[config.mk]
export PLATFORM = sky130hd
export DESIGN_NAME = res_station
export DESIGN_NICKNAME = d
export VERILOG_FILES = /design/src/rtl/res_station.sv
export SDC_FILE = /design/constraint.sdc
export NUM_CORES = 2
export LEC_CHECK = 0
export CORE_ASPECT_RATIO = 0.75
export CORE_MARGIN = 1
export CORE_UTILIZATION = 25
export DETAILED_ROUTE_END_ITERATION = 8
export SLEW_MARGIN = 40
export SYNTH_ARGS = -nofsm -noshare
export SYNTH_HDL_FRONTEND = slang
export SYNTH_SLANG_ARGS = --single-unit
[constraint.sdc]
create_clock -name clk_in -period 9.6 [get_ports clk_in]
set_input_delay 1.92 -clock clk_in [delete_from_list [all_inputs] [get_ports clk_in]]
set_output_delay 1.92 -clock clk_in [all_outputs]
set_load 0.01 [all_outputs]
[src/rtl/res_station.sv]
// Tomasulo reservation station: buffers dispatched ALU/branch/jalr instructions,
// snoops the ALU and LSB result buses, and issues the lowest-index ready entry each cycle.
`ifndef ROB_R
`define ROB_R 3:0
`endif

module res_station #(
    parameter int RS_SIZE = 8,
    parameter int RS_W    = 3
) (
    input  logic            clk_in,
    input  logic            rst_in,
    input  logic            rdy_in,
    input  logic            rob_clear,

    input  logic            is_rs,
    input  logic [31:0]     rs_pc,
    input  logic [10:0]     rs_op,
    input  logic [31:0]     rs_imm,
    input  logic            rs_iQi,
    input  logic [`ROB_R]   rs_Qi,
    input  logic [31:0]     rs_Vi,
    input  logic            rs_iQj,
    input  logic [`ROB_R]   rs_Qj,
    input  logic [31:0]     rs_Vj,
    input  logic [`ROB_R]   rs_Qdest,
    output logic            rs_full,

    input  logic            alu_cdb_en,
    input  logic [`ROB_R]   alu_cdb_id,
    input  logic [31:0]     alu_cdb_val,
    input  logic            lsb_cdb_en,
    input  logic [`ROB_R]   lsb_cdb_id,
    input  logic [31:0]     lsb_cdb_val,

    output logic            alu_en,
    output logic [10:0]     alu_op,
    output logic [31:0]     alu_v1,
    output logic [31:0]     alu_v2,
    output logic [31:0]     alu_imm,
    output logic [31:0]     alu_pc,
    output logic [`ROB_R]   alu_dest
);

    localparam int CW = RS_W + 2;

    // Entry state: busy is the only field that needs a reset value.
    logic [RS_SIZE-1:0] busy;
    logic [RS_SIZE-1:0] rdy1;
    logic [RS_SIZE-1:0] rdy2;
    logic [31:0]        ent_pc   [RS_SIZE];
    logic [10:0]        ent_op   [RS_SIZE];
    logic [31:0]        ent_imm  [RS_SIZE];
    logic [`ROB_R]      ent_q1   [RS_SIZE];
    logic [31:0]        ent_v1   [RS_SIZE];
    logic [`ROB_R]      ent_q2   [RS_SIZE];
    logic [31:0]        ent_v2   [RS_SIZE];
    logic [`ROB_R]      ent_dest [RS_SIZE];

    logic               free_found;
    logic [RS_W-1:0]    free_idx;
    logic               issue_found;
    logic [RS_W-1:0]    issue_idx;
    logic [RS_W:0]      busy_count;

    logic               d_rdy1;
    logic [31:0]        d_v1;
    logic               d_rdy2;
    logic [31:0]        d_v2;

    logic               do_alloc;

    // Free-slot and issue pick both look at start-of-cycle state only.
    always_comb begin
        // NOTE: every variable is defaulted before the loop so no path can infer a latch.
        free_found  = 1'b0;
        free_idx    = '0;
        issue_found = 1'b0;
        issue_idx   = '0;
        busy_count  = '0;
        for (int i = 0; i < RS_SIZE; i++) begin
            if (!busy[i] && !free_found) begin
                free_found = 1'b1;
                free_idx   = RS_W'(i);
            end
            if (busy[i] && rdy1[i] && rdy2[i] && !issue_found) begin
                issue_found = 1'b1;
                issue_idx   = RS_W'(i);
            end
            busy_count = busy_count + (RS_W+1)'(busy[i]);
        end
    end

    // One slot of headroom covers the decoder's registered dispatch skid.
    assign rs_full = (CW'(busy_count) + CW'(is_rs)) >= CW'(RS_SIZE - 1);

    // Operand capture at dispatch, including a same-cycle broadcast (ALU bus wins).
    always_comb begin
        d_rdy1 = rs_iQi;
        d_v1   = rs_Vi;
        if (!rs_iQi) begin
            if (alu_cdb_en && alu_cdb_id == rs_Qi) begin
                d_rdy1 = 1'b1;
                d_v1   = alu_cdb_val;
            end else if (lsb_cdb_en && lsb_cdb_id == rs_Qi) begin
                d_rdy1 = 1'b1;
                d_v1   = lsb_cdb_val;
            end
        end
        d_rdy2 = rs_iQj;
        d_v2   = rs_Vj;
        if (!rs_iQj) begin
            if (alu_cdb_en && alu_cdb_id == rs_Qj) begin
                d_rdy2 = 1'b1;
                d_v2   = alu_cdb_val;
            end else if (lsb_cdb_en && lsb_cdb_id == rs_Qj) begin
                d_rdy2 = 1'b1;
                d_v2   = lsb_cdb_val;
            end
        end
    end

    // A dispatch into a full station is dropped; the decoder must not send one.
    assign do_alloc = is_rs && free_found;

    // Occupancy and ALU issue register.
    always_ff @(posedge clk_in or posedge rst_in) begin
        if (rst_in) begin
            busy     <= '0;
            alu_en   <= 1'b0;
            alu_op   <= '0;
            alu_v1   <= '0;
            alu_v2   <= '0;
            alu_imm  <= '0;
            alu_pc   <= '0;
            alu_dest <= '0;
        end else if (rdy_in) begin
            if (rob_clear) begin
                busy   <= '0;
                alu_en <= 1'b0;
            end else begin
                // NOTE: non-blocking updates let issue-free and allocate touch busy at one edge.
                alu_en <= issue_found;
                if (issue_found) begin
                    busy[issue_idx] <= 1'b0;
                    alu_op          <= ent_op[issue_idx];
                    alu_v1          <= ent_v1[issue_idx];
                    alu_v2          <= ent_v2[issue_idx];
                    alu_imm         <= ent_imm[issue_idx];
                    alu_pc          <= ent_pc[issue_idx];
                    alu_dest        <= ent_dest[issue_idx];
                end
                if (do_alloc) begin
                    busy[free_idx] <= 1'b1;
                end
            end
        end
    end

    // NOTE: payload storage has no reset; busy alone decides whether its contents mean anything.
    always_ff @(posedge clk_in) begin
        if (rdy_in && !rob_clear) begin
            for (int i = 0; i < RS_SIZE; i++) begin
                if (busy[i] && !rdy1[i]) begin
                    if (alu_cdb_en && alu_cdb_id == ent_q1[i]) begin
                        rdy1[i]   <= 1'b1;
                        ent_v1[i] <= alu_cdb_val;
                    end else if (lsb_cdb_en && lsb_cdb_id == ent_q1[i]) begin
                        rdy1[i]   <= 1'b1;
                        ent_v1[i] <= lsb_cdb_val;
                    end
                end
                if (busy[i] && !rdy2[i]) begin
                    if (alu_cdb_en && alu_cdb_id == ent_q2[i]) begin
                        rdy2[i]   <= 1'b1;
                        ent_v2[i] <= alu_cdb_val;
                    end else if (lsb_cdb_en && lsb_cdb_id == ent_q2[i]) begin
                        rdy2[i]   <= 1'b1;
                        ent_v2[i] <= lsb_cdb_val;
                    end
                end
            end
            if (do_alloc) begin
                ent_pc[free_idx]   <= rs_pc;
                ent_op[free_idx]   <= rs_op;
                ent_imm[free_idx]  <= rs_imm;
                rdy1[free_idx]     <= d_rdy1;
                ent_q1[free_idx]   <= rs_Qi;
                ent_v1[free_idx]   <= d_v1;
                rdy2[free_idx]     <= d_rdy2;
                ent_q2[free_idx]   <= rs_Qj;
                ent_v2[free_idx]   <= d_v2;
                ent_dest[free_idx] <= rs_Qdest;
            end
        end
    end

endmodule

## Word level (Yosys, flattened, before mapping)

Memories as Yosys holds them, arrays and structs flattened. A register that Yosys moved wholly into a read port is not among the register bits.
Index checks and enable logic that the tools add are counted.

| storage, ports and cells | value |
|---|---|
| register bits | 25 |
| latch bits | 0 |
| memory bits (writable) | 1208 |
| memory bits (read-only) | 0 |
| input bits | 232 |
| output and inout bits | 145 |
| logic and storage cells | 488 |
| memories kept | 8 |

Memory list:

| name | words | width | read ports | clocked after memory_dff | write ports | RTL line | RTL |
|---|---|---|---|---|---|---|---|
| ent_imm | 8 | 32 | 1 | 1 | 1 | 53 | `logic [31:0] ent_imm [RS_SIZE];` |
| ent_pc | 8 | 32 | 1 | 1 | 1 | 51 | `logic [31:0] ent_pc [RS_SIZE];` |
| ent_v1 | 8 | 32 | 1 | 1 | 9 | 55 | `logic [31:0] ent_v1 [RS_SIZE];` |
| ent_v2 | 8 | 32 | 1 | 1 | 9 | 57 | `logic [31:0] ent_v2 [RS_SIZE];` |
| ent_op | 8 | 11 | 1 | 1 | 1 | 52 | `logic [10:0] ent_op [RS_SIZE];` |
| ent_dest | 8 | 4 | 1 | 1 | 1 | 58 | `` logic [`ROB_R] ent_dest [RS_SIZE]; `` |
| 2 more memories | n/a | n/a | n/a | n/a | n/a | n/a |  |

| operators by class | value |
|---|---|
| add/sub/neg operators | 8 |
| multiply operators | 0 |
| div/mod/pow operators | 0 |
| $lt $le $gt $ge | 5 |
| equal/unequal tests | 36 |
| shift-type cells | 0 |
| muxes and demuxes | 283 |
| bitwise gates (word level) | 20 |
| reduce and logical (&&, ||, !) cells | 124 |

Operators with widths:

| kind | count |
|---|---|
| two-way mux 32 bit | 22 |
| two-way mux 1 bit | 238 |
| == test 4 bit | 36 |
| logical AND 1 bit | 86 |
| two-way mux 8 bit | 7 |
| zero test 1 bit | 37 |
| two-way mux 3 bit | 12 |
| adder 4 x 1 -> 4 bit | 4 |
| bitwise mux 8 bit | 2 |
| bitwise OR 1 bit | 16 |
| bitwise AND 8 bit | 1 |
| less-than comparator 3 x 4 -> 1 bit, second input constant | 2 |
| NOT 8 bit | 1 |
| bitwise OR 8 bit | 1 |
| demux 1 bit (select 3 bit) | 2 |
| >= comparator 3 x 1 -> 1 bit, second input constant | 2 |
| adder 4 x 1 -> 5 bit | 1 |
| >= comparator 5 x 3 -> 1 bit, second input constant | 1 |
| adder 3 x 1 -> 4 bit | 1 |
| adder 2 x 1 -> 3 bit | 1 |
| AND reduction 3 bit | 1 |
| adder 1 x 1 -> 2 bit | 1 |
| NOT 1 bit | 1 |

## Depth between registers and ports, before layout

| depth | value |
|---|---|
| word-level depth | 36 |
| gate-level depth with buffers | 11 |
| mapped depth without buffers | 10 |

## Least setup slack after synthesis

OpenSTA, ideal clock, no wires.

| timing path | value |
|---|---|
| path type | in2out |
| from | in is_rs |
| to | out rs_full |
| arrival | 4.945 ns |
| data required time | 7.680 ns |
| slack | 2.735 ns |
| stages | 9 |
| path buffers | 0 |
| cells stage by stage | fa_1 -> inv_1 -> fa_1 -> fa_1 -> fa_1 -> fa_1 -> nor2_1 -> a221o_1 -> a22o_1 |

| on the way | value |
|---|---|
| word-level cells in the longest chain between the ends | 2 |

Ends and longest elaborated chain:

| item | RTL line | RTL |
|---|---|---|
| start, declared | 16 | `input logic is_rs,` |
| adder 4 x 1 -> 5 bit | 95 | `assign rs_full = (CW'(busy_count) + CW'(is_rs)) >= CW'(RS_SIZE - 1);` |
| >= comparator 5 x 3 -> 1 bit | 95 |  |
| end, declared | 27 | `output logic rs_full,` |

No other way between the ends.

## Worst setup path in the final report

Ends and elaborated chain as after synthesis.

==> results_dict.tcl <==
set metrics [dict create \
    status "finished, final reports clean" \
    cts-resized-gates 0 \
    clkTransAtPathRegs_ns 0.05 \
    setup_viol 0 \
    tritoncts "built" \
    slew_viol_final 0 \
    worstSkewPairLatency_ns 0.84 \
    grt.overflow.total 0 \
    yosysUniqueCellTypes 75 \
    switching_share_pct 27.1 \
    cts_buffers 153 \
    tightest_slew_ns 0.970 \
    syn_inst 4770 \
    period_needed_ns 8.25 \
    hold_viol 0 \
    rows 164 \
    drtIter0Drc 5599 \
    grt_antenna_before_repair 42 \
    final_nets 5148 \
    finalCritPeriodShare_pct 86.0 \
    final_layout_size_suffix_gt1_share_pct 12.2 \
    die-area_um2 271000 \
    h-tree-depth 4 \
    synth-seq-cells 1376 \
    grt_use_total_pct 18.4 \
    first_pass_iters 9 \
    viasPerCell 5.40 \
    finalSetupTns_ns 0 \
    end_kind "primary output" \
    syn_to_final_growth_pct 18.7 \
    synthesis.nets 5009 \
    yosysWarnings 0 \
    vias 46600 \
    slew_headroom_pct 35.3 \
    ys_seq_area_share_pct 60.2 \
    grt_pass1_wl_um 359000 \
    grt_pass1_vias 46500 \
    coreArea_um2 267000 \
    p_int_mw 11.1 \
    final_core_util_pct 29.9 \
    max_freq_mhz 121 \
    p_seq_share_pct 46.8 \
    power.density_nw_per_um2 191 \
    avgSynthCellArea_um2 14.1 \
    regArea_um2 40600 \
    die_x_um 601 \
    cts_root_buffer "clkbuf_16" \
    multi_input_area_um2 24400 \
    start_util_pct 25.2 \
    worstSetupPathType "input pin to primary output" \
    p_sw_mw 4.13 \
    wl_per_cell_um 29.9 \
    synthArstFlopShare_pct 11.0 \
    synthFlopType "edfxtp_1" \
    power_frac_comb_pct 15.0 \
    critical_path_required_ns 7.68 \
    p_leak_nw 25.6 \
    critical_path.startpoint_type "input pin" \
    dp_hpwl_um 140000 \
    postCtsSetupRepairBufs 0 \
    rsz0062_at_grt "false" \
    arrival_ns 6.33 \
    routed_wl_um 258000 \
    drv_cap 0 \
    cts.sinks 1376 \
    path_max_fanout 6 \
    io_pins 377 \
    cts.path.max_buffers 3 \
    place_congestion 0.817 \
    netlist_area_um2 67300 \
    clock_skew_ns 0.0727 \
    drc_errors 0 \
    irDropWorstVdd_mv 0.153 \
    portBuffers 376 \
    min-delay-path-class "flop to flop" \
    synth-edff-count 1224 \
    power.share.clock_pct 38.2 \
    fillers 26300 \
    dieHeight_um 451 \
    drtAntennaViolNets 0 \
    grt_max_degree 137 \
    cts_hold_buf 0 \
]
-- cells in the mapped netlist, drive strengths merged (4+ instances only) --
cell type,count,area (um2)
a211oi,12,90.1
a21o,5,37.5
a21oi,142,733
a221o,61,611
a222oi,158,1580
a22o,64,561
a31oi,7,50.1
a32o,158,1580
and3,7,48.8
buf,272,1640
clkbuf,273,1060
dfrtp,152,3800
edfxtp,1224,36800
fa,5,100
inv,25,93.8
mux2i,1026,10300
nand2,297,1120
nand2b,4,25.0
nand3,162,816
nand4,12,75.1
nand4b,6,52.6
nor2,30,125
nor2b,5,31.3
nor3,165,1170
nor3b,7,52.6
nor4,9,83.8
o21a,12,90.1
o21ai,21,109
o221ai,79,754
o22a,64,561
o22ai,64,1010
o31ai,61,648
or2,6,37.5
xnor2,96,841
xor2,48,420
-- power groups by stage --
stage	clock [mW]	sequential [mW]	combinational (mW)
after CTS	5.90	7.14	2.33
after floorplan	0	7.27	0.916
after detailed placement	0	7.26	2.32
after global placement	0	7.26	2.28
after global routing	6.13	7.17	2.44
final	5.83	7.13	2.29
-- routing by layer --
metal | global-route usage (%) | share of wire [%] | vias to the layer above
li1 | - | - | 19300
met1 | 23.1 | 40 | 24300
met2 | 30.2 | 47 | 2419
met3 | 3.82 | 8.0 | 606
met4 | 8.42 | 4.6 | 30
met5 | 0 | 0.067 | -
-- cell usage in the layout (no fill, tap or decap), drive strengths merged, types with 21 or more instances in the layout --
cell type      netlist  routed
xor2                48      48
dfrtp              152     152
o21ai               21      21
a32o               158     158
mux2i             1026    1026
buf                272     160
xnor2               96      96
o221ai              79      79
a22o                64      64
clkdlybuf4s50        0     369
clkbuf             273     217
nor2                30      30
a222oi             158     158
o22a                64      64
a221o               61      61
o22ai               64      64
nand3              162     162
nand2              297     297
o31ai               61      61
nor3               165     165
edfxtp            1224    1224
clkinv               0      49
a21oi              142     142
inv                 25      34
-- logic make-up after synthesis --
| group | synth area share (%) |
|---|---|
| compound gates | 12.8 |
| xor+xnor | 1.87 |
| fa+ha+maj | 0.186 |
| buf+inv | 4.15 |
| flops | 60.2 |
| mux | 15.3 |
| simple gates | 5.52 |
-- cell type report --
class | instances | share of cell area, %
Inverter | 25 | 0.142
Sequential cell | 1376 | 50.8
Tap cell | 3569 | 5.59
Antenna cell | 17 | 0.0532
Timing Repair Buffer | 529 | 6.80
Clock buffer | 217 | 5.30
Clock inverter | 67 | 0.827
Multi-Input combinational cell | 2824 | 30.5
-- flip-flops by register name, summed over array words and instances, names as in the netlist --
name,flops
ent_imm,256
ent_pc,256
ent_v1,256
ent_v2,256
ent_op,88
alu_imm,32
alu_pc,32
alu_v1,32
alu_v2,32
ent_dest,32
ent_q1,32
ent_q2,32
alu_op,11
busy,8
rdy1,8
rdy2,8
alu_dest,4
alu_en,1
-- critical path, cell delays in order --
cell,delay (ns)
clkdlybuf4s50_1,0.61
fa_1,0.64
inv_1,0.07
fa_1,0.50
fa_1,0.43
fa_1,0.44
fa_1,0.55
nor2_1,0.05
a221o_1,0.31
a22o_1,0.30
clkdlybuf4s50_1,0.51
-- per-stage QoR --
step           power, mW  instances  hold slack, ns  cell area [um2]  worst slack [ns]
3_3_place_gp        9.53       8303           0.465            74400              1.22
2_1_floorplan       8.18       4770           0.477            67300              2.73
3_5_place_dp        9.57       8319           0.467            74900              1.34
6_report            15.2       8624           0.479            79900              1.35
4_1_cts             15.4       8603           0.480            79800              1.34
5_1_grt             15.7       8620           0.500            79900              1.27
-- final timing paths --
kind	from	end	slack, ns	depth (start not counted)
max	is_rs	rs_full	1.35	11
min reg2reg	alu_imm[17]	alu_imm[17]	0.48	2
max reg2reg	busy[4]	alu_v2[6]	5.60	9
min	alu_imm[17]	alu_imm[17]	0.48	2
max in group asynchronous	rst_in	alu_imm[1]	6.71	3
min in group asynchronous	rst_in	alu_imm[22]	1.59	2
Note: power is estimated with default switching activity, not from simulation.
